**src/rtl/sram_port_arbiter.sv**
```systemverilog
// Shares one SRAM-like port between the instruction-fetch and data requesters.
// One transaction is in flight at a time: grant in IDLE, address phase, then data phase.
module sram_port_arbiter #(
   parameter int unsigned DATA_FIRST = 1
) (
   input  logic        clk,
   input  logic        reset,
   // instruction requester
   input  logic        inst_req,
   input  logic [31:0] inst_addr,
   output logic        inst_addr_ok,
   output logic        inst_data_ok,
   output logic [31:0] inst_rdata,
   // data requester
   input  logic        data_req,
   input  logic        data_wr,
   input  logic [1:0]  data_size,
   input  logic [3:0]  data_wstrb,
   input  logic [31:0] data_addr,
   input  logic [31:0] data_wdata,
   output logic        data_addr_ok,
   output logic        data_data_ok,
   output logic [31:0] data_rdata,
   // shared port
   output logic        sram_req,
   output logic        sram_wr,
   output logic [1:0]  sram_size,
   output logic [3:0]  sram_wstrb,
   output logic [31:0] sram_addr,
   output logic [31:0] sram_wdata,
   input  logic        sram_addr_ok,
   input  logic        sram_data_ok,
   input  logic [31:0] sram_rdata
);

   typedef enum logic [1:0] {StIdle, StAddr, StData} state_e;

   state_e      state_q;
   logic        own_q;       // 0: inst, 1: data
   logic        last_own_q;  // owner of the last completed transaction
   logic        sram_req_q;
   logic        sram_wr_q;
   logic [1:0]  sram_size_q;
   logic [3:0]  sram_wstrb_q;
   logic [31:0] sram_addr_q;
   logic [31:0] sram_wdata_q;
   logic        grant_data_d;
   logic        addr_hit;
   logic        data_hit;

   // Arbitration: lone requester wins; on a tie either data wins outright or the
   // requester that did not own the previous transaction wins.
   always_comb begin
      grant_data_d = 1'b0;
      if (data_req && !inst_req) begin
         grant_data_d = 1'b1;
      end else if (data_req && inst_req) begin
         grant_data_d = (DATA_FIRST != 0) ? 1'b1 : !last_own_q;
      end
   end

   // Transaction sequencer with latched request fields.
   always_ff @(posedge clk) begin
      if (reset) begin
         state_q      <= StIdle;
         own_q        <= 1'b0;
         last_own_q   <= 1'b1;
         sram_req_q   <= 1'b0;
         sram_wr_q    <= 1'b0;
         sram_size_q  <= 2'd0;
         sram_wstrb_q <= 4'd0;
         sram_addr_q  <= 32'd0;
         sram_wdata_q <= 32'd0;
      end else begin
         unique case (state_q)
            StIdle: begin
               if (inst_req || data_req) begin
                  own_q      <= grant_data_d;
                  sram_req_q <= 1'b1;
                  state_q    <= StAddr;
                  if (grant_data_d) begin
                     sram_wr_q    <= data_wr;
                     sram_size_q  <= data_size;
                     sram_wstrb_q <= data_wstrb;
                     sram_addr_q  <= data_addr;
                     sram_wdata_q <= data_wdata;
                  end else begin
                     sram_wr_q    <= 1'b0;
                     sram_size_q  <= 2'd2;
                     sram_wstrb_q <= 4'd0;
                     sram_addr_q  <= inst_addr;
                     sram_wdata_q <= 32'd0;
                  end
               end
            end
            StAddr: begin
               if (sram_addr_ok) begin
                  sram_req_q <= 1'b0;
                  state_q    <= StData;
               end
            end
            StData: begin
               if (sram_data_ok) begin
                  last_own_q <= own_q;
                  state_q    <= StIdle;
               end
            end
            default: state_q <= StIdle;
         endcase
      end
   end

   // Handshake pulses are routed to the owner only, in the matching phase.
   always_comb begin
      addr_hit     = (state_q == StAddr) && sram_addr_ok;
      data_hit     = (state_q == StData) && sram_data_ok;
      inst_addr_ok = addr_hit && !own_q;
      data_addr_ok = addr_hit && own_q;
      inst_data_ok = data_hit && !own_q;
      data_data_ok = data_hit && own_q;
      inst_rdata   = inst_data_ok ? sram_rdata : 32'd0;
      data_rdata   = data_data_ok ? sram_rdata : 32'd0;
   end

   assign sram_req   = sram_req_q;
   assign sram_wr    = sram_wr_q;
   assign sram_size  = sram_size_q;
   assign sram_wstrb = sram_wstrb_q;
   assign sram_addr  = sram_addr_q;
   assign sram_wdata = sram_wdata_q;

endmodule

```
**config.mk**
```make
export PLATFORM = sky130hd
export DESIGN_NAME = sram_port_arbiter
export DESIGN_NICKNAME = d
export VERILOG_FILES = /design/src/rtl/sram_port_arbiter.sv
export SDC_FILE = /design/constraint.sdc
export NUM_CORES = 1
export LEC_CHECK = 0
export ABC_AREA = 1
export BUFFER_PORTS_ARGS = -buffer_cell sky130_fd_sc_hd__buf_2
export CORE_AREA = 5 5 106 108
export DETAILED_ROUTE_END_ITERATION = 10
export DIE_AREA = 0 0 111 113
export GPL_TIMING_DRIVEN = 1
export PLACE_DENSITY_LB_ADDON = 0.08
export SLEW_MARGIN = 20
export SYNTH_ARGS = -nofsm -noshare
export SYNTH_HDL_FRONTEND = slang
export SYNTH_SLANG_ARGS = --single-unit
```
**constraint.sdc**
```tcl
create_clock -name clk -period 1.6 [get_ports clk]
set_input_delay 0.16 -clock clk [delete_from_list [all_inputs] [get_ports clk]]
set_output_delay 0.16 -clock clk [all_outputs]
set_load 0.1 [all_outputs]
```
# ---- Word-level counts from Yosys, hierarchy flattened
# Index checks and enable logic that the tools add are counted.
dict set report totals {
  regBits 75
  inputBits 141
  output_inout_bits 140
  word_cells 45
}
dict set report classes {
  eq_ne 5
  mux 16
  n_reduce_logical 16
}
# op count
set ops {}
lappend ops {{$mux W32} 4}
lappend ops {{$logic_and A1 B1 Y1} 8}
lappend ops {{$mux W2} 4}
lappend ops {{$ne A2 B2 Y1 const B} 3}
lappend ops {{$pmux W2 S3} 1}
lappend ops {{$reduce_and A3 Y1} 2}
lappend ops {{$mux W1} 5}
lappend ops {{$mux W4} 1}
lappend ops {{$eq A2 B1 Y1 const B} 1}
lappend ops {{$eq A2 B2 Y1 const B} 1}
lappend ops {{$logic_not A1 Y1} 2}
lappend ops {{$logic_not A2 Y1} 1}
lappend ops {{$pmux W1 S2} 1}
lappend ops {{$reduce_and A2 Y1} 1}
lappend ops {{$reduce_bool A2 Y1} 1}
lappend ops {{$logic_or A1 B1 Y1} 1}

# ---- Depth between registers and ports, before layout
# Gate-level depths: netlist (run 1).
dict set report depth {
  ltp_word 4
  ltp_mapped 8
  mapped_depth_nobuf 6
}

# ---- Worst setup path after synthesis (run 1)
# Ideal clock, no wire load.
dict set report synth_timing {
  kind {register -> output}
  start {register state_q[1]}
  end {output data_rdata[22]}
  t_arrival_ns 2.072
  t_required_ns 1.440
  setup_slack_ns -0.632
  stages_incl_launch_ff 4
  path_buffers 1
  path_cell_list {dfxtp_1 > nand4_1 > clkbuf_1 > nor2_1}
}
dict set report synth_between {
  elab_chain_cells 4
}
# item line_no
set synth_rtl {}
lappend synth_rtl {{start, declared} 38} ;# state_e state_q;
lappend synth_rtl {{start signal, assigned} 65} ;# state_q <= StIdle;
lappend synth_rtl {{start signal, assigned} 80} ;# state_q <= StAddr;
lappend synth_rtl {{start signal, assigned} 99} ;# state_q <= StData;
lappend synth_rtl {{$eq A2 B2 Y1} n/a}
lappend synth_rtl {{$logic_and A1 B1 Y1} 116} ;# data_hit = (state_q == StData) && sram_data_ok;
lappend synth_rtl {{$logic_and A1 B1 Y1} 120} ;# data_data_ok = data_hit && own_q;
lappend synth_rtl {{$mux W32} 122} ;# data_rdata = data_data_ok ? sram_rdata : 32'd0;
lappend synth_rtl {{end, declared} 23} ;# output logic [31:0] data_rdata,
# No other way between the ends.

# ---- Final worst setup path (run 1)
dict set report layout_timing {
  start {register state_q[0]}
  end {output inst_rdata[2]}
}
dict set report layout_between {
  elab_chain_cells 4
}
# item line_no
set layout_rtl {}
lappend layout_rtl {{$eq A2 B2 Y1} n/a}
lappend layout_rtl {{$logic_and A1 B1 Y1} 116}
lappend layout_rtl {{$logic_and A1 B1 Y1} 119} ;# inst_data_ok = data_hit && !own_q;
lappend layout_rtl {{$mux W32} 121} ;# inst_rdata = inst_data_ok ? sram_rdata : 32'd0;
lappend layout_rtl {{end, declared} 13} ;# output logic [31:0] inst_rdata,
# No other way between the ends.

==> results of run 1 <==
==> logic make-up (layout without fill, tap and decap cells) <==
group | Yosys count | count (layout) | share of synthesized area (%)
flip-flops | 75 | 75 | 40.5
buffers and inverters | 112 | 397 | 13.2
AND/OR/NAND/NOR | 378 | 378 | 40.3
AO/OA/AOI/OAI | 44 | 44 | 5.94
==> power by group through the flow <==
stage               combinational [W]  sequential, W  clock (W)
finish                        0.00252        0.00212    0.00126
global route                  0.00266        0.00214    0.00138
CTS                           0.00252        0.00212    0.00131
detailed placement            0.00249        0.00216          0
global placement              0.00247        0.00215          0
floorplan                    0.000786        0.00333          0
==> cell usage in the layout, fill, tap and decap left out, drive strengths merged <==
master / instances
clkinvlp: 2
nor2: 132
nand2: 203
o21ai: 1
clkbuf: 10
nand4: 2
inv: 72
clkinv: 5
buf: 308
dfxtp: 75
nand3b: 2
a21oi: 43
nand3: 39
==> state kept, by name, indices dropped and copies added (netlist names) <==
register	flops
state_q	2
sram_req	1
sram_wstrb	4
sram_wdata	32
sram_size	2
own_q	1
sram_addr	32
sram_wr	1
==> worst register-to-register path, delay by kind of cell (launching register included) <==
kind | cells | cell delay (ns)
flip-flops | 1 | 0.35
buffers and inverters | 2 | 0.40
AND/OR/NAND/NOR | 3 | 0.50
AO/OA/AOI/OAI | 1 | 0.06
==> per-layer routing <==
| layer | track usage [%] | vias up | part of all wire (%) |
|---|---|---|---|
| li1 | - | 2380 | - |
| met1 | 25.8 | 2089 | 38 |
| met2 | 42.9 | 164 | 53 |
| met3 | 7.75 | 22 | 6.7 |
| met4 | 7.31 | 2 | 2.4 |
| met5 | 0 | - | 0.084 |
==> layout make-up <==
cell class | instances | area share (%)
clock inverters | 7 | 0.619
repair buffers | 309 | 39.1
well taps | 136 | 2.41
multi-input cells | 422 | 30.9
flip-flops and latches | 75 | 21.3
clock buffers | 9 | 1.75
inverters | 72 | 3.84
==> path summary, 6_finish.rpt <==
path | from | end
worst max-delay path | state_q[0]$_SDFFE_PP0P_ | inst_rdata[2]
worst min-delay path | data_wdata[10] | sram_wdata[10]$_SDFFE_PP0P_
worst max register to register | state_q[1]$_SDFFE_PP0P_ | sram_wdata[31]$_SDFFE_PP0P_
worst min register to register | sram_wdata[0]$_SDFFE_PP0P_ | sram_wdata[0]$_SDFFE_PP0P_
==> per-stage QoR <==
step	setup WS [ns]	TNS, ns	util [%]	std cells	area [um2]
final	-0.0811	-3.11	69.8	1030	7070
after global routing	-0.187	-8.81	69.8	1030	7070
after CTS	-0.117	-4.18	69.9	1030	7080
after detailed placement	0.161	0	66.3	1004	6720
after global placement	0.173	0	66.3	1004	6720
after floorplan	-0.425	-2.88	-	609	4150
==> repair_timing <==
| item | CTS | global route |
|---|---|---|
| hold buffers | 0 | 0 |
| gates cloned | 2 | 0 |
| buffers inserted | 9 | 2 |
| resized for setup | 30 | 4 |
| endpoints found under the setup margin | 66 | 67 |
| pin swaps | 7 | 7 |
| hold endpoints to repair | 0 | 0 |
==> metrics.yaml, run 1 <==
timing:
  hold_viol: 0
  finalCritPeriodShare_pct: 105
  fin_skew_ns: 0.0101
  drv_slew: 0
  finalSetupViolCount: 61
  rsz0062_at_grt: "true"
  whs_ns: 0.0784
  tightest_slew_ns: 0.524
  fmax_ghz: 0.595
  timing.final.ws_setup_ns: -0.0811
  min_period_ns: 1.68
  slew_headroom_pct: 65.3
setup_path:
  crit_buf_inv: 4
  path_cells: "inv_2 > nand4_1 > buf_6 > buf_12 > nor2_4 > buf_12"
  required_ns: 1.44
  crit_family: "buffers and inverters"
  critPathMaxStageDelay_ns: 0.33
  worst-r2r-cell-count: 6
  reg2reg_slack_ns: 0.16
  cp_slowest_cell: "dfxtp_2"
  critPathLaunchType: "flop"
  worst-path-stages: 6
  critPathMostFrequentCell: "buf_12"
  critical_path_class: "reg -> out"
  crit_arrival_ns: 1.52
  cp_max_fo: 8
  cp-end-kind: "output pin"
power:
  seq_power_share_pct: 35.9
  p_int_w: 0.00314
  combPwrFrac_pct: 42.7
  p_leak_nw: 3.58
  peakVddDrop_mv: 0.641
  power.switching_w: 0.00276
  finalPower_w: 0.00590
  p_per_area_nw_per_um2: 834
  p_sw_share_pct: 46.8
  clock_power_share_pct: 21.4
global_route:
  grt_overflow: 0
  grt_pass1_wl_um: 23400
  grt_pass1_vias: 4432
  grt_usage_pct: 23.5
  grt_max_degree: 47
  antenna_found_initial: 1
min_path:
  min_path_type: "in -> reg"
  min_path_cells: 3
die:
  initial_core_util_pct: 36.5
  die_w_um: 111
  die_area_um2: 12500
  rows: 37
  io_pins: 281
  core_area_um2: 10100
  die_h_um: 113
clock_tree:
  clockRootBuffer: "clkbuf_8"
  clock-sinks: 75
  clock_latency_ns: 0.34
  clockBufferDepth: 2
  cts_tree: "built"
  path_clk_slew_ns: 0.08
  numCtsBuffers: 9
  cts.htree.levels: 3
synthesis:
  yosysTopAreaCell: "dfxtp_1"
  synth-seq-cells: 75
  synthFlopType: "dfxtp_1"
  avgSynthCellArea_um2: 6.08
  syn_area_um2: 3700
  synth_fp_nets: 750
  yosysTopAreaCellShare_pct: 40.5
  yosysUniqueCellTypes: 17
  synthTopCellsByCount: "201 x nand2_1, 131 x nor2_1, 75 x dfxtp_1"
  synth-edff-count: 0
  ys_seq_area_share_pct: 40.5
  yosysMostFrequentCell: "nand2_1"
  async_flop_share_pct: 0
  synthCells: 609
  ys_warn_count: 0
  synth.top_cells.by_area: "dfxtp_1 41%, nand2_1 20%, nor2_1 13%"
status:
  failed_checks: "negative setup slack"
  status: "finished with violations"
final_layout:
  regArea_um2: 1510
  multi_input_area_um2: 2190
  fill_cells: 851
  layout-drive-gt1-share_pct: 45.0
  area_growth_syn_to_layout_pct: 90.9
  fin_nets: 1030
  antenna_cells: 0
placed_design:
  place_hpwl_um: 12100
  portBuffers: 280
  place_congestion: 0.872
detailed_routing:
  drt_iter0_markers: 217
  drc: 0
  wire_per_inst_um: 15.0
  firstDrtPassIters: 5
  drtAntennaViolNets: 0
  post_drt_via_cell_ratio: 4.52
  routed_wl_um: 15400
  vias: 4657
run:
  drv_cap: 0
Power figures use the tool's default switching activity.
==> inputs of run 2 (changes only) <==
--- a/config.mk
+++ b/config.mk
@@ -7,9 +7,9 @@
 export LEC_CHECK = 0
 export ABC_AREA = 1
 export BUFFER_PORTS_ARGS = -buffer_cell sky130_fd_sc_hd__buf_2
-export CORE_AREA = 5 5 106 108
+export CORE_MARGIN = 10
+export CORE_UTILIZATION = 40
 export DETAILED_ROUTE_END_ITERATION = 10
-export DIE_AREA = 0 0 111 113
 export GPL_TIMING_DRIVEN = 1
 export PLACE_DENSITY_LB_ADDON = 0.08
 export SLEW_MARGIN = 20
==> metrics.yaml, run 2 (synthesis gave the netlist of run 1 again) <==
final_layout:
  fin_nets: 1030
  fill_cells: 634
  finalNonFillerCells: 1005
  final_common_cell: "buf_2"
  final_area_um2: 7200
  antenna_cells: 0
  area_growth_syn_to_layout_pct: 94.5
  layout-drive-gt1-share_pct: 45.0
  layout_common_cells: "212 x buf_2, 201 x nand2_1, 76 x buf_12, 72 x dfxtp_1, 67 x inv_1"
placed_design:
  dp_cells: 975
  place_congestion: 0.945
  place_hpwl_um: 13400
  placed_cell_area_um2: 6680
  portBuffers: 280
timing:
  rsz0062_at_grt: "true"
  slew_headroom_pct: 64.5
  fin_skew_ns: 0.0115
  drv_slew: 0
  timing.final.ws_setup_ns: -0.192
  fmax_ghz: 0.558
  tightest_slew_ns: 0.536
  finalCritPeriodShare_pct: 112
  whs_ns: 0.0814
  min_period_ns: 1.79
  finalSetupViolCount: 66
  hold_viol: 0
run:
  drv_cap: 0
setup_path:
  critical_path_class: "reg -> out"
  required_ns: 1.44
  crit_arrival_ns: 1.63
  critPathMostFrequentCell: "buf_12"
  cp-end-kind: "output pin"
  path_cells: "inv_2 > nand4_1 > buf_12 > buf_6 > nor2_4 > buf_12"
  critPathLaunchType: "flop"
  cp_max_fo: 4
  cp_slowest_cell: "dfxtp_4"
  critPathMaxStageDelay_ns: 0.36
power:
  peakVddDrop_mv: 0.822
  p_sw_share_pct: 45.3
  finalPower_w: 0.00617
  clock_power_share_pct: 23.9
  p_per_area_nw_per_um2: 857
  power.switching_w: 0.00280
  p_leak_nw: 3.63
  seq_power_share_pct: 34.3
  combPwrFrac_pct: 41.7
  p_int_w: 0.00337
die:
  core_area_um2: 9110
  die_area_um2: 13500
  io_pins: 281
  initial_core_util_pct: 40.7
  rows: 35
  die_w_um: 116
  die_h_um: 116
status:
  failed_checks: "negative setup slack"
  status: "finished with violations"
global_route:
  antenna_found_initial: 0
  grt_max_degree: 69
  grt_overflow: 0
  grt_pass1_wl_um: 25100
  grt_pass1_vias: 4685
  grt_usage_pct: 23.7
clock_tree:
  clock_latency_ns: 0.34
  clock-sinks: 75
  clockRootBuffer: "clkbuf_8"
  cts.htree.levels: 3
  path_clk_slew_ns: 0.08
  cts_tree: "built"
  numCtsBuffers: 9
  clockBufferDepth: 2
detailed_routing:
  route.met2.wl_um: 9270
  highest_layer: "met4"
  post_drt_via_cell_ratio: 4.67
  vias: 4694
  drc: 0
  wire_per_inst_um: 17.5
  firstDrtPassIters: 4
  drtAntennaViolNets: 0
  dr_wl_met3_um: 1580
  drt_iter0_markers: 209
  met1_length_um: 6170
  routed_wl_um: 17500
min_path:
  min_path_type: "in -> reg"
run 2: changes by cell type in the layout (fill, tap and decap cells not counted), moves of 2 or more:
cell       before  now
buf_16          1    3
clkbuf_16       0    2
buf_8           2    0
nor2_4         61   66
nor2_2          6    1
clkinv_2        5    1
buf_4          16   13
clkinv_4        0    2
buf_12         74   76
run 2: final cells by class:
cell class | count | area (um2) | area share (%)
Timing Repair Buffer | 309 | 2850 | 39.5
Multi-Input combinational cell | 422 | 2220 | 30.8
Sequential cell | 75 | 1510 | 20.9
Inverter | 72 | 287 | 3.98
Clock buffer | 11 | 141 | 1.96
Tap cell | 111 | 139 | 1.93
Clock inverter | 5 | 62.6 | 0.868
run 2: worst max-delay path: cells and delay by family, from the launching register on:
family                 cells  cell delay [ns]
DFF                        1             0.36
and+or+nand+nor            2             0.32
buffers and inverters      4             0.61
run 2: path summary, 6_finish.rpt:
check	slack (ns)	startpoint	endpoint	cells past startpoint
setup reg to reg	0.17	state_q[0]$_SDFFE_PP0P_	sram_addr[0]$_SDFFE_PP0P_	8
hold reg to reg	0.46	sram_wdata[0]$_SDFFE_PP0P_	sram_wdata[0]$_SDFFE_PP0P_	2
setup / recovery	-0.19	own_q$_SDFFE_PP0P_	inst_rdata[1]	6
hold / removal	0.08	data_size[1]	sram_size[1]$_SDFFE_PP0P_	3
run 2: through the flow:
step / util, % / setup WS [ns] / TNS [ns]
floorplan: - / -0.425 / -2.88
global placement: 73.4 / 0.183 / 0
detailed placement: 73.4 / 0.133 / 0
CTS: 78.3 / -0.154 / -7.21
global route: 79.1 / -0.230 / -12.32
finish: 79.1 / -0.192 / -7.73
run 2: routing by layer:
metal / up-vias / global-route usage, %
met1: 2112 / 23.9
met3: 26 / 8.68
met4: 0 / 8.34
li1: 2376 / -
met5: - / 0
met2: 180 / 43.6
run 2: timing repair:
| action | CTS | global route |
|---|---|---|
| pin swaps | 5 | 7 |
| resized for setup | 33 | 14 |
| setup endpoints to repair | 61 | 68 |
| hold buffers | 0 | 0 |
| buffers inserted | 9 | 3 |
| cloned | 2 | 1 |
run 2: power groups by stage:
| stage | Clock, W | Sequential [W] | Combinational (W) |
|---|---|---|---|
| 3_5_place_dp | 0 | 0.00216 | 0.00251 |
| 5_1_grt | 0.00159 | 0.00214 | 0.00272 |
| 4_1_cts | 0.00150 | 0.00212 | 0.00256 |
| 3_3_place_gp | 0 | 0.00215 | 0.00248 |
| 2_1_floorplan | 0 | 0.00333 | 0.000786 |
| 6_report | 0.00148 | 0.00212 | 0.00257 |
